--- config.mk ---
export PLATFORM = sky130hd
export DESIGN_NAME = tt_vec_opacc_ctrl
export DESIGN_NICKNAME = d
export VERILOG_FILES = /design/src/rtl/tt_vec_opacc_pkg.sv /design/src/rtl/tt_vec_opacc_ctrl.sv
export SDC_FILE = /design/constraint.sdc
export NUM_CORES = 1
export LEC_CHECK = 0
export BUFFER_PORTS_ARGS = -buffer_cell sky130_fd_sc_hd__buf_2
export CORE_MARGIN = 3
export CORE_UTILIZATION = 49
export CTS_BUF_LIST = sky130_fd_sc_hd__clkbuf_4
export DETAILED_ROUTE_END_ITERATION = 8
export GPL_TIMING_DRIVEN = 1
export PLACE_DENSITY_LB_ADDON = 0.1
export SLEW_MARGIN = 10
export SYNTH_ARGS = -nofsm -noshare
export SYNTH_HDL_FRONTEND = slang
export SYNTH_SLANG_ARGS = --single-unit
--- constraint.sdc ---
create_clock -name clk -period 1.9 [get_ports clk]
set_input_delay 0.38 -clock clk [delete_from_list [all_inputs] [get_ports clk]]
set_output_delay 0.38 -clock clk [all_outputs]
set_load 0.05 [all_outputs]
--- src/rtl/tt_vec_opacc_pkg.sv ---
// Shared types for the outer-product accumulator sequencer: command opcodes,
// sequencer states and the default tile row count.
package tt_vec_opacc_pkg;

  typedef enum logic [1:0] {
    OPACC_MAC       = 2'd0,
    OPACC_SWAP      = 2'd1,
    OPACC_SWAP_ZERO = 2'd2,
    OPACC_RSVD      = 2'd3
  } opacc_op_e;

  typedef enum logic [1:0] {
    ST_IDLE  = 2'd0,
    ST_MAC   = 2'd1,
    ST_SWAP  = 2'd2,
    ST_FLUSH = 2'd3
  } opacc_state_e;

  localparam int OPACC_MLEN = 256;
  localparam int OPACC_XLEN = 64;
  localparam int ROWS       = OPACC_MLEN / OPACC_XLEN;

endpackage

--- src/rtl/tt_vec_opacc_ctrl.sv ---
// Sequencer for the tt_vec_opacc tile: runs one MAC or SWAP command at a time
// and handshakes the operand-in / result-out streams so no beat is lost or duplicated.
module tt_vec_opacc_ctrl
  import tt_vec_opacc_pkg::*;
#(
  parameter int VLEN  = 256,
  parameter int MLEN  = 256,
  parameter int XLEN  = 64,
  parameter int LEN_W = 8
) (
  input  logic             clk,
  input  logic             reset_n,
  input  logic             cmd_valid,
  output logic             cmd_ready,
  input  logic [1:0]       cmd_op,
  input  logic [LEN_W-1:0] cmd_len,
  input  logic             cmd_sgn_a,
  input  logic             cmd_sgn_b,
  input  logic             in_valid,
  output logic             in_ready,
  output logic             out_valid,
  input  logic             out_ready,
  output logic             en_ab,
  output logic             en_c,
  output logic             issng_a,
  output logic             issng_b,
  output logic             c_zero,
  output logic             busy,
  output logic             done,
  output logic             err_op,
  output logic [1:0]       dbg_state
);

  localparam int ROWS_L = MLEN / XLEN;

  if ((MLEN % XLEN) != 0 || VLEN < XLEN || ROWS_L >= (1 << LEN_W)) begin : g_bad_cfg
    $error("tt_vec_opacc_ctrl: inconsistent VLEN/MLEN/XLEN/LEN_W");
  end

  // Handshakes: a transfer happens on any cycle where valid && ready are both
  // high; valid never waits on ready, and ready may depend combinationally on state.
  opacc_state_e     r_state;
  opacc_op_e        r_op;
  logic [LEN_W-1:0] r_cnt;
  logic             r_sgn_a;
  logic             r_sgn_b;
  logic             r_out_valid;
  logic             r_done;
  logic             r_err_op;

  logic             w_slot_free;
  logic             w_zero;
  logic             w_fire;
  logic             w_mac_beat;
  logic             w_last;
  logic [LEN_W-1:0] w_cnt_dec;
  opacc_op_e        w_cmd_op;

  assign w_cmd_op    = opacc_op_e'(cmd_op);
  assign w_zero      = (r_op == OPACC_SWAP_ZERO);
  // The tile's vo_c register may only be overwritten once its row has been taken.
  assign w_slot_free = !r_out_valid || out_ready;
  assign w_fire      = (r_state == ST_SWAP) && w_slot_free && (w_zero || in_valid);
  assign w_mac_beat  = (r_state == ST_MAC) && in_valid;
  assign w_last      = (r_cnt <= LEN_W'(1));
  assign w_cnt_dec   = (r_cnt != '0) ? (r_cnt - LEN_W'(1)) : r_cnt;

  always_ff @(posedge clk) begin
    if (!reset_n) begin
      r_state     <= ST_IDLE;
      r_op        <= OPACC_MAC;
      r_cnt       <= '0;
      r_sgn_a     <= 1'b0;
      r_sgn_b     <= 1'b0;
      r_out_valid <= 1'b0;
      r_done      <= 1'b0;
      r_err_op    <= 1'b0;
    end else begin
      r_done   <= 1'b0;
      r_err_op <= 1'b0;
      case (r_state)
        ST_IDLE: begin
          if (cmd_valid) begin
            r_op    <= w_cmd_op;
            r_sgn_a <= cmd_sgn_a;
            r_sgn_b <= cmd_sgn_b;
            case (w_cmd_op)
              OPACC_MAC: begin
                if (cmd_len != '0) begin
                  r_state <= ST_MAC;
                  r_cnt   <= cmd_len;
                end else begin
                  r_done <= 1'b1;
                end
              end
              OPACC_SWAP, OPACC_SWAP_ZERO: begin
                r_state <= ST_SWAP;
                r_cnt   <= LEN_W'(ROWS_L);
              end
              default: begin
                r_done   <= 1'b1;
                r_err_op <= 1'b1;
              end
            endcase
          end
        end
        ST_MAC: begin
          if (w_mac_beat) begin
            r_cnt <= w_cnt_dec;
            if (w_last) begin
              r_state <= ST_IDLE;
              r_done  <= 1'b1;
            end
          end
        end
        ST_SWAP: begin
          if (w_fire) begin
            r_cnt <= w_cnt_dec;
            if (w_last) r_state <= ST_FLUSH;
          end
        end
        ST_FLUSH: begin
          if (r_out_valid && out_ready) begin
            r_state <= ST_IDLE;
            r_done  <= 1'b1;
          end
        end
        default: r_state <= ST_IDLE;
      endcase

      // A fresh shift refills vo_c even if the previous row leaves this cycle.
      if (w_fire)         r_out_valid <= 1'b1;
      else if (out_ready) r_out_valid <= 1'b0;
    end
  end

  assign cmd_ready = (r_state == ST_IDLE);
  assign in_ready  = (r_state == ST_MAC) ||
                     ((r_state == ST_SWAP) && !w_zero && w_slot_free);
  assign en_ab     = w_mac_beat;
  assign en_c      = w_fire;
  assign issng_a   = r_sgn_a;
  assign issng_b   = r_sgn_b;
  assign c_zero    = ((r_state == ST_SWAP) || (r_state == ST_FLUSH)) && w_zero;
  assign out_valid = r_out_valid;
  assign busy      = (r_state != ST_IDLE);
  assign done      = r_done;
  assign err_op    = r_err_op;
  assign dbg_state = r_state;

endmodule
==> results.json, run 1 <==
{
  "status": "finished, final reports clean",
  "worstPathCellList": "inv_2 -> ha_2 -> buf_4 -> o21a_1 -> buf_4",
  "slew_viol_final": 0,
  "seqCellArea_um2": 347.8,
  "r2r_end": "r_cnt[6]$_SDFFE_PN0P_",
  "worstPathRequired_ns": 1.52,
  "clkTransAtPathRegs_ns": 0.12,
  "fin_nets": 212,
  "timing.final.crit_share_pct": 96.10,
  "max_freq_mhz": 547.7,
  "wl_um": 3071,
  "setup_viol": 0,
  "root_buffer": "clkbuf_4",
  "synth_edf_count": 0,
  "leakage_nw": 0.6863,
  "htreeDepth": 1,
  "initial_core_util_pct": 51.99,
  "switching_power_mw": 1.546,
  "rsz0062_at_grt": "false",
  "cts_buffer_depth": 2,
  "peakVddDrop_uv": 1241,
  "clk_latency_ns": 0.31,
  "critPathLaunch": "dbg_state[0]$_SDFFE_PN0P_",
  "criticalPathCategory": "register to output port",
  "synth_cell_type_count": 45,
  "area_growth_pct": 28.45,
  "grt_pass1_vias": 1138,
  "antenna_found_initial": 0,
  "internal_power_mw": 1.354,
  "swShare_pct": 53.31,
  "postRouteAntennaNets": 0,
  "maxCapViolations": 0,
  "grt_pass1_wl_um": 5030,
  "comb_power_share_pct": 71.1,
  "dieArea_mm2": 0.002990,
  "place_hpwl_um": 2408,
  "ios": 30,
  "r2r_slack_ns": 0.08,
  "timing.hold.ws_ns": 0.3114,
  "cts_tree": "yes",
  "routed-via-count": 1254,
  "endpoint": "c_zero",
  "min_path_type": "input port to register",
  "critPathArrivalTime_ns": 1.45,
  "grt_start_max_net_pins": 13,
  "startpoint_type": "register",
  "multiInputGateArea_um2": 790.8,
  "cp_slowest_stage_delay_ns": 0.39,
  "reg2regPathDepth": 7,
  "power_density_mw_per_mm2": 1944,
  "numCtsBuffers": 3,
  "ctsResizeCount": 6,
  "dp_cells": 210,
  "post_cts_buffers": 0,
  "drive_above_1_share_pct": 33.87,
  "finalClockSkew_ns": 0.007948,
  "clockPowerShare_pct": 7.3,
  "critPathSlowestCell": "dfxtp_4",
  "hold_start": "cmd_sgn_b",
  "path_max_fanout": 7,
  "critPathCaptureType": "output port",
  "globalplace.congestion": 0.8855,
  "synthAdderAreaFrac_pct": 8.621,
  "track_usage_pct": 23.42,
  "ys_warn_count": 0,
  "synth_ff_type": "dfxtp_1",
  "synth_compound_area_share_pct": 27.16,
  "synthesis.nets": 174,
  "coreArea_mm2": 0.002233,
  "crit_top_cell": "buf_4",
  "ys_seq_elements": 17,
  "fillerInstances": 216,
  "die_h_um": 54.68,
  "maxSlewHeadroom_pct": 70.65,
  "worstReg2RegStart": "r_cnt[1]$_SDFFE_PN0P_",
  "hold_viol_final": 0,
  "die_w_um": 54.68,
  "async_reset_ff_share_pct": 0,
  "drc": 0,
  "crit_buf_inv": 3,
  "drtIter0Drc": 40,
  "io_buffers": 29,
  "yosysSeqAreaShare_pct": 29.31,
  "cp_top_family": "flip-flops",
  "post-route-min-period_ns": 1.826,
  "syn_inst": 149,
  "synth_top_family_by_area": "compound AO/OA/AOI/OAI gates",
  "postCtsHoldBufs": 0,
  "drt-vias-per-instance": 5.860,
  "fp-row-count": 17,
  "diodes": 0,
  "syn-cell-area_mm2": 0.001161,
  "dr.pass1.iters": 4,
  "yosys.area_share.simple_pct": 25.43,
  "worstMarginPinSlew_ns": 0.4398,
  "synth.mux.area_fraction_pct": 1.724,
  "wl_per_cell_um": 14.35,
  "postSynthAreaPerCell_um2": 7.793,
  "sequentialPowerShare_pct": 21.7,
  "cp.depth": 5,
  "grt-ovfl-total": 0,
  "stdcell_count": 214,
  "cts.sinks": 17,
  "synth_xor_area_share_pct": 1.509
}
-- synthesized netlist by cell type (3+ instances only) --
library cell  instances  area, um2
a211oi_1              4      30.03
a21o_1                3      22.52
a21oi_1              14      70.07
and3_1                6      37.54
clkbuf_1              5      18.77
dfxtp_1              17      340.3
ha_1                  8      100.1
inv_1                11      41.29
nand2_1              14      52.55
nand3_1               4      20.02
nor2_1               11      41.29
nor3_1                5      25.02
o21ai_0               4      20.02
-- layout by cell type (no fill, tap or decap), types with 4 or more instances in the layout --
| master | n |
|---|---|
| a21oi_1 | 14 |
| buf_2 | 25 |
| ha_1 | 6 |
| nand2_1 | 12 |
| a211oi_1 | 4 |
| o21ai_0 | 4 |
| inv_1 | 8 |
| nor2_1 | 10 |
| nor3_1 | 5 |
| buf_4 | 12 |
| dfxtp_1 | 15 |
| inv_2 | 4 |
| and3_1 | 6 |
| nand3_1 | 4 |
-- area by class of cell --
type,count,share of cell area [%]
tap,28,2.349
clock buffer,3,1.510
multi-input combinational,113,53.02
sequential,17,23.32
timing repair buffer,39,15.94
clock inverter,1,0.3356
inverter,13,3.523
-- worst min path at each step --
stage,endpoint,cells after the start
2_1_floorplan,r_op[1]$_SDFFE_PN0P_,2
3_3_place_gp,issng_a$_SDFFE_PN0P_,2
3_5_place_dp,issng_a$_SDFFE_PN0P_,2
4_1_cts,issng_b$_SDFFE_PN0P_,3
5_1_grt,issng_a$_SDFFE_PN0P_,3
6_report,issng_b$_SDFFE_PN0P_,3
-- worst reg2reg max path: stages, from the launching register on --
cell      delay (ns)
dfxtp_1         0.35
inv_2           0.08
ha_1            0.16
or3b_4          0.42
nor3_4          0.13
xnor2_1         0.09
a2111o_1        0.42
a21oi_2         0.12
-- state kept, by name (all words and copies together) (netlist names) --
register	flops
dbg_state	2
issng_a	1
err_op	1
done	1
out_valid	1
r_op	2
issng_b	1
r_cnt	8
-- power groups by stage --
stage | registers [mW] | logic [mW] | clock network (mW)
2_1_floorplan | 0.735 | 1.43 | 0
6_report | 0.628 | 2.06 | 0.211
3_3_place_gp | 0.628 | 1.95 | 0
4_1_cts | 0.625 | 2.02 | 0.213
3_5_place_dp | 0.631 | 1.98 | 0
5_1_grt | 0.653 | 2.25 | 0.229
-- kinds of logic (layout without fill, tap and decap cells) --
logic type	after synthesis	after routing
AND/OR/NAND/NOR	55	55
AO/OA/AOI/OAI	46	46
buffers and inverters	19	56
flip-flops	17	17
adder cells (fa/ha/maj)	8	8
XOR/XNOR	2	2
multiplexers	2	2
-- stage by stage --
step / utilization, % / power, mW / setup WS, ns / TNS (ns) / area, um2
after global routing: 66.78 / 3.134 / 0.002046 / 0 / 1491
final: 66.78 / 2.899 / 0.07404 / 0 / 1491
after global placement: 64.03 / 2.573 / 0.03707 / 0 / 1430
after floorplan: - / 2.168 / -0.03912 / -0.03912 / 1209
after detailed placement: 64.03 / 2.608 / -0.1920 / -0.4696 / 1430
after CTS: 65.88 / 2.854 / 0.01763 / 0 / 1471
-- routing by layer --
layer | part of all wire [%] | track usage [%]
met1 | 45 | 29.41
met2 | 48 | 38.19
met3 | 6.3 | 3.542
met4 | 1.5 | 12.03
met5 | 0 | 0
Power figures use the tool's default switching activity.
==> run 2, diff against run 1 <==
- ABC_AREA: unset -> 1
- CORE_UTILIZATION: 49 -> 50
- TNS_END_PERCENT: unset -> 100
==> run 2 against run 1 <==
  * Cell count grew 26%
  * First-iteration DRC count rose by 110%
  * Via count grew 9.0%
  * Fmax grew 1.9%
  * Synthesized cell count is 40% higher
  * Worst hold slack improved by 0.028 ns
  * Global-route usage decreased by 3.8 points
  * Combinational power increased by 2%
  * Critical endpoint unchanged
  * Largest power group unchanged
  * Highest routed layer unchanged
==> results.json, run 2 <==
{
  "grt_start_max_net_pins": 18,
  "synth_cell_type_count": 24,
  "post-route-min-period_ns": 1.792,
  "globalplace.congestion": 0.8562,
  "startpoint_type": "register",
  "routed-via-count": 1367,
  "ys_warn_count": 0,
  "peakVddDrop_uv": 1134,
  "wl_per_cell_um": 11.24,
  "postCtsHoldBufs": 0,
  "hold_start": "cmd_sgn_b",
  "cts_tree": "yes",
  "clkTransAtPathRegs_ns": 0.11,
  "finalSetupTns_ns": 0,
  "hold_viol_final": 0,
  "grt_pass1_vias": 1191,
  "synth_top_area_share_pct": 27.25,
  "ys_top_cells_by_count": "48 x nand2_1, 48 x nor2_1, 26 x inv_1",
  "htreeDepth": 1,
  "grt-ovfl-total": 0,
  "ios": 30,
  "syn_inst": 209,
  "worstMarginPinSlew_ns": 0.3136,
  "syn-cell-area_mm2": 0.001249,
  "synthesis.nets": 234,
  "largest_reg_flops": 8,
  "die_h_um": 55.98,
  "grt_pass1_wl_um": 5078,
  "path_max_fanout": 5,
  "max_freq_mhz": 557.9,
  "antenna_found_initial": 0,
  "dp_cells": 266,
  "clk_latency_ns": 0.30,
  "stdcell_count": 270,
  "rsz0062_at_grt": "false",
  "fp-row-count": 17,
  "cts_buffer_depth": 2,
  "drc": 0,
  "fillerInstances": 232,
  "yosysSeqAreaShare_pct": 27.25,
  "ys_seq_elements": 17,
  "postRouteAntennaNets": 0,
  "diodes": 0,
  "wl_um": 3034,
  "post_dp_cell_area_mm2": 0.001448,
  "dr.pass1.iters": 4,
  "whs_endpoint": "issng_b$_SDFFE_PN0P_",
  "fin_nets": 268,
  "maxCapViolations": 0,
  "synth_ff_type": "dfxtp_1",
  "dieArea_mm2": 0.003133,
  "place_hpwl_um": 2358,
  "power_density_mw_per_mm2": 1954,
  "numCtsBuffers": 3,
  "cts.sinks": 17,
  "die_w_um": 55.98,
  "drtIter0Drc": 83,
  "yosysTopAreaCell": "dfxtp_1",
  "track_usage_pct": 19.60,
  "initial_core_util_pct": 54.36,
  "synth_edf_count": 0,
  "setup_viol": 0,
  "r2r_end": "r_cnt[5]$_SDFFE_PN0P_",
  "worstPathRequired_ns": 1.52,
  "synth_area_leaders": "dfxtp_1 27%, nand2_1 14%, nor2_1 14%",
  "critPathCaptureType": "output port",
  "largest_register": "r_cnt",
  "leakage_nw": 0.8198,
  "area_growth_pct": 19.34,
  "utilization_pct": 64.87,
  "final_area_mm2": 0.001490,
  "worstReg2RegStart": "r_cnt[0]$_SDFFE_PN0P_",
  "postSynthAreaPerCell_um2": 5.975,
  "finalClockSkew_ns": 0.009235,
  "async_reset_ff_share_pct": 0,
  "drive_above_1_share_pct": 22.31,
  "io_buffers": 29,
  "timing.final.crit_share_pct": 94.33,
  "root_buffer": "clkbuf_4",
  "p_total_mw": 2.912,
  "min_path_type": "input port to register",
  "criticalPathCategory": "register to output port",
  "r2r_slack_ns": 0.24,
  "maxSlewHeadroom_pct": 79.09,
  "seqCellArea_um2": 342.8,
  "holdPathStages": 3,
  "status": "finished, final reports clean",
  "multiInputGateArea_um2": 802.0,
  "coreArea_mm2": 0.002297,
  "drt-vias-per-instance": 5.063,
  "slew_viol_final": 0,
  "critPathArrivalTime_ns": 1.41,
  "final_cell_mix": "48 x nand2_1, 48 x nor2_1, 28 x buf_2",
  "reg2regPathDepth": 11
}
-- run 2: cell types whose count changed after synthesis, moves of 5 or more --
cell / delta
and3_1: -6
inv_1: +15
inv_2: +5
clkbuf_1: -5
nand3_1: +16
a21oi_1: -7
o21ai_0: +6
nand2_1: +34
nor2_1: +37
-- run 2: worst max-delay path by stage --
stage,start,endpoint,slack [ns],cells past startpoint
4_1_cts,dbg_state[0]$_SDFFE_PN0P_,en_c,0.02,5
3_3_place_gp,cmd_op[1],r_cnt[5]$_SDFFE_PN0P_,0.23,12
6_report,dbg_state[0]$_SDFFE_PN0P_,c_zero,0.11,5
5_1_grt,dbg_state[0]$_SDFFE_PN0P_,en_c,0.02,5
3_5_place_dp,cmd_op[1],r_cnt[5]$_SDFFE_PN0P_,0.25,12
2_1_floorplan,dbg_state[0]$_SDFFE_PN0P_,r_cnt[4]$_SDFFE_PN0P_,0.0007,8
-- run 2: worst max-delay path: stages, from the launching register on --
cell and delay [ns]:
dfxtp_2 0.36, inv_1 0.15, ha_4 0.19, nor2_1 0.05, nor2_1 0.10, buf_2 0.27
-- run 2: per-stage QoR --
stage / setup slack [ns] / hold slack [ns]
6_report: 0.1077 / 0.3392
5_1_grt: 0.01880 / 0.3721
3_5_place_dp: 0.2546 / 0.4347
4_1_cts: 0.02318 / 0.3457
2_1_floorplan: 0.0007110 / 0.4223
3_3_place_gp: 0.2325 / 0.4322
-- run 2: final cells by class --
class	instances	area share (%)
clock buffer	3	1.511
clock inverter	1	0.3359
inverter	33	8.564
multi-input combinational	158	53.82
sequential	17	23.01
tap	28	2.351
timing repair buffer	30	10.41
-- run 2: cells by family (layout without fill, tap and decap cells) --
| kind of cell | count (synthesis) | in the layout | synth area share (%) |
|---|---|---|---|
| flops | 17 | 17 | 27.25 |
| fa+ha+maj | 8 | 8 | 8.016 |
| buf+inv | 34 | 67 | 10.52 |
| compound gates | 23 | 23 | 10.12 |
| simple gates | 126 | 126 | 43.39 |
| xor+xnor | 1 | 1 | 0.7015 |
-- run 2: metal layers --
layer,routed length (um),global-route usage [%]
met5,0,0
met3,277,2.784
met4,34,7.119
met1,1387,28.97
met2,1334,28.55
-- run 2: repair_timing --
item                       in CTS  in global routing
hold endpoints to repair        0                  0
setup endpoints to repair       0                  3
setup buffers                   0                  0
gates resized for setup         0                  3
-- run 2: where the power goes --
part	total, mW	internal [mW]	leakage [nW]	switching [mW]
clock	0.207	0.0783	0.0177	0.129
combinational	2.11	0.692	0.661	1.42
sequential	0.598	0.487	0.141	0.110
==> run 3, diff against run 2 <==
- CORE_UTILIZATION: 50 -> 55
- clock period: 1.9 -> 1.7 ns (I/O delays scaled with it)
==> run 3 against run 2 <==
  * Register-to-register slack got worse by 0.06 ns
  * Largest cell class unchanged
  * Critical endpoint is now busy
  * Sequential share of layout area fell by 0.39 points
  * Non-clock buffer count did not move
  * Sequential power rose by 15%
==> results.json, run 3 (synthesis results as in run 2) <==
{
  "status": "finished, final reports clean",
  "min_path_type": "input port to register",
  "routed-via-count": 1445,
  "p_total_mw": 3.388,
  "dp_cells": 265,
  "dr.pass1.iters": 5,
  "final_area_mm2": 0.001538,
  "worstPathRequired_ns": 1.36,
  "timing.hold.ws_ns": 0.2823,
  "reg2regPathDepth": 11,
  "post_dp_cell_area_mm2": 0.001466,
  "path_max_fanout": 8,
  "setup_viol": 0,
  "cts.sinks": 17,
  "initial_core_util_pct": 60.56,
  "max_freq_mhz": 602.3,
  "criticalPathCategory": "register to output port",
  "finalSetupTns_ns": 0,
  "numCtsBuffers": 3,
  "worstReg2RegStart": "dbg_state[0]$_SDFFE_PN0P_",
  "endpoint": "busy",
  "root_buffer": "clkbuf_4",
  "die_w_um": 53.65,
  "leakage_nw": 0.8257,
  "peakVddDrop_uv": 1224,
  "critPathArrivalTime_ns": 1.32,
  "htreeDepth": 1,
  "final_cell_mix": "48 x nand2_1, 46 x nor2_1, 25 x buf_2",
  "grt-ovfl-total": 0,
  "cts_tree": "yes",
  "slew_viol_final": 0,
  "place_hpwl_um": 2640,
  "mostFrequentLayoutCell": "nand2_1",
  "io_buffers": 29,
  "worstMarginPinSlew_ns": 0.2815,
  "globalplace.congestion": 0.9857,
  "grt_start_max_net_pins": 18,
  "antenna_found_initial": 0,
  "fin_nets": 268,
  "clkTransAtPathRegs_ns": 0.10,
  "drt-vias-per-instance": 5.372,
  "die_h_um": 53.65,
  "drc": 0,
  "post-route-min-period_ns": 1.660,
  "critPathLaunch": "dbg_state[0]$_SDFFE_PN0P_",
  "rsz0062_at_grt": "true",
  "diodes": 0,
  "r2r_end": "r_cnt[0]$_SDFFE_PN0P_",
  "stdcell_count": 269,
  "dieArea_mm2": 0.002878,
  "largest_register": "r_cnt",
  "coreArea_mm2": 0.002062,
  "grt_pass1_wl_um": 5430,
  "r2r_slack_ns": 0.18,
  "maxCapViolations": 0,
  "grt_pass1_vias": 1254,
  "post_cts_buffers": 0,
  "track_usage_pct": 25.72,
  "largest_reg_flops": 8,
  "postRouteAntennaNets": 0,
  "drtIter0Drc": 53,
  "critPathCaptureType": "output port",
  "drive_above_1_share_pct": 24.79,
  "wl_um": 3342,
  "timing.final.crit_share_pct": 97.66,
  "cts_buffer_depth": 2,
  "wl_per_cell_um": 12.42,
  "maxSlewHeadroom_pct": 81.23,
  "fp-row-count": 16,
  "ios": 30,
  "clk_latency_ns": 0.30,
  "area_growth_pct": 23.15,
  "power_density_mw_per_mm2": 2204,
  "hold_viol_final": 0,
  "startpoint_type": "register",
  "finalClockSkew_ns": 0.0007234
}
[run 3: metrics by stage]
stage | util [%] | worst slack [ns]
after detailed placement | 71.12 | 0.1230
after global routing | 74.58 | -0.02187
final | 74.58 | 0.03970
after global placement | 71.12 | 0.1580
after CTS | 73.06 | 0.0002475
after floorplan | - | -0.05765
[run 3: layout make-up]
class | instances | area (um2)
multi-input cells | 158 | 829.5
well taps | 27 | 33.78
repair buffers | 30 | 166.4
fillers | 177 | 524.3
flip-flops and latches | 17 | 347.8
inverters | 33 | 130.1
clock buffers | 4 | 30.03
[run 3: worst min path at each step]
stage          depth (start not counted)                  from  slack (ns)                    to
3_3_place_gp                           2  r_op[0]$_SDFFE_PN0P_        0.44  r_op[0]$_SDFFE_PN0P_
4_1_cts                                3             cmd_sgn_a        0.29  issng_a$_SDFFE_PN0P_
3_5_place_dp                           2  r_op[0]$_SDFFE_PN0P_        0.44  r_op[0]$_SDFFE_PN0P_
5_1_grt                                3             cmd_op[1]        0.31  r_op[1]$_SDFFE_PN0P_
2_1_floorplan                          2  r_op[0]$_SDFFE_PN0P_        0.42  r_op[0]$_SDFFE_PN0P_
6_report                               3             cmd_sgn_a        0.28  issng_a$_SDFFE_PN0P_
[run 3: critical path, cell delays in order, from the launching register on]
cell	delay, ns
dfxtp_4	0.38
inv_2	0.09
ha_4	0.21
clkinvlp_4	0.12
buf_2	0.22
[run 3: repair_timing]
item,4_1_cts,5_1_grt
hold buffers,0,0
resized for setup,4,6
endpoints found under the setup margin,3,9
pin swaps,0,1
[run 3: power by group]
| group | switching (mW) | internal [mW] | total, mW |
|---|---|---|---|
| registers | 0.133 | 0.553 | 0.686 |
| logic | 1.63 | 0.827 | 2.45 |
| clock network | 0.142 | 0.108 | 0.250 |
[run 3: metal layers]
layer,track usage (%),vias up,routed length [um]
li1,-,719,-
met2,42.45,75,1607
met4,12.34,0,74
met3,3.047,11,307
met5,0,-,0
met1,33.05,640,1354
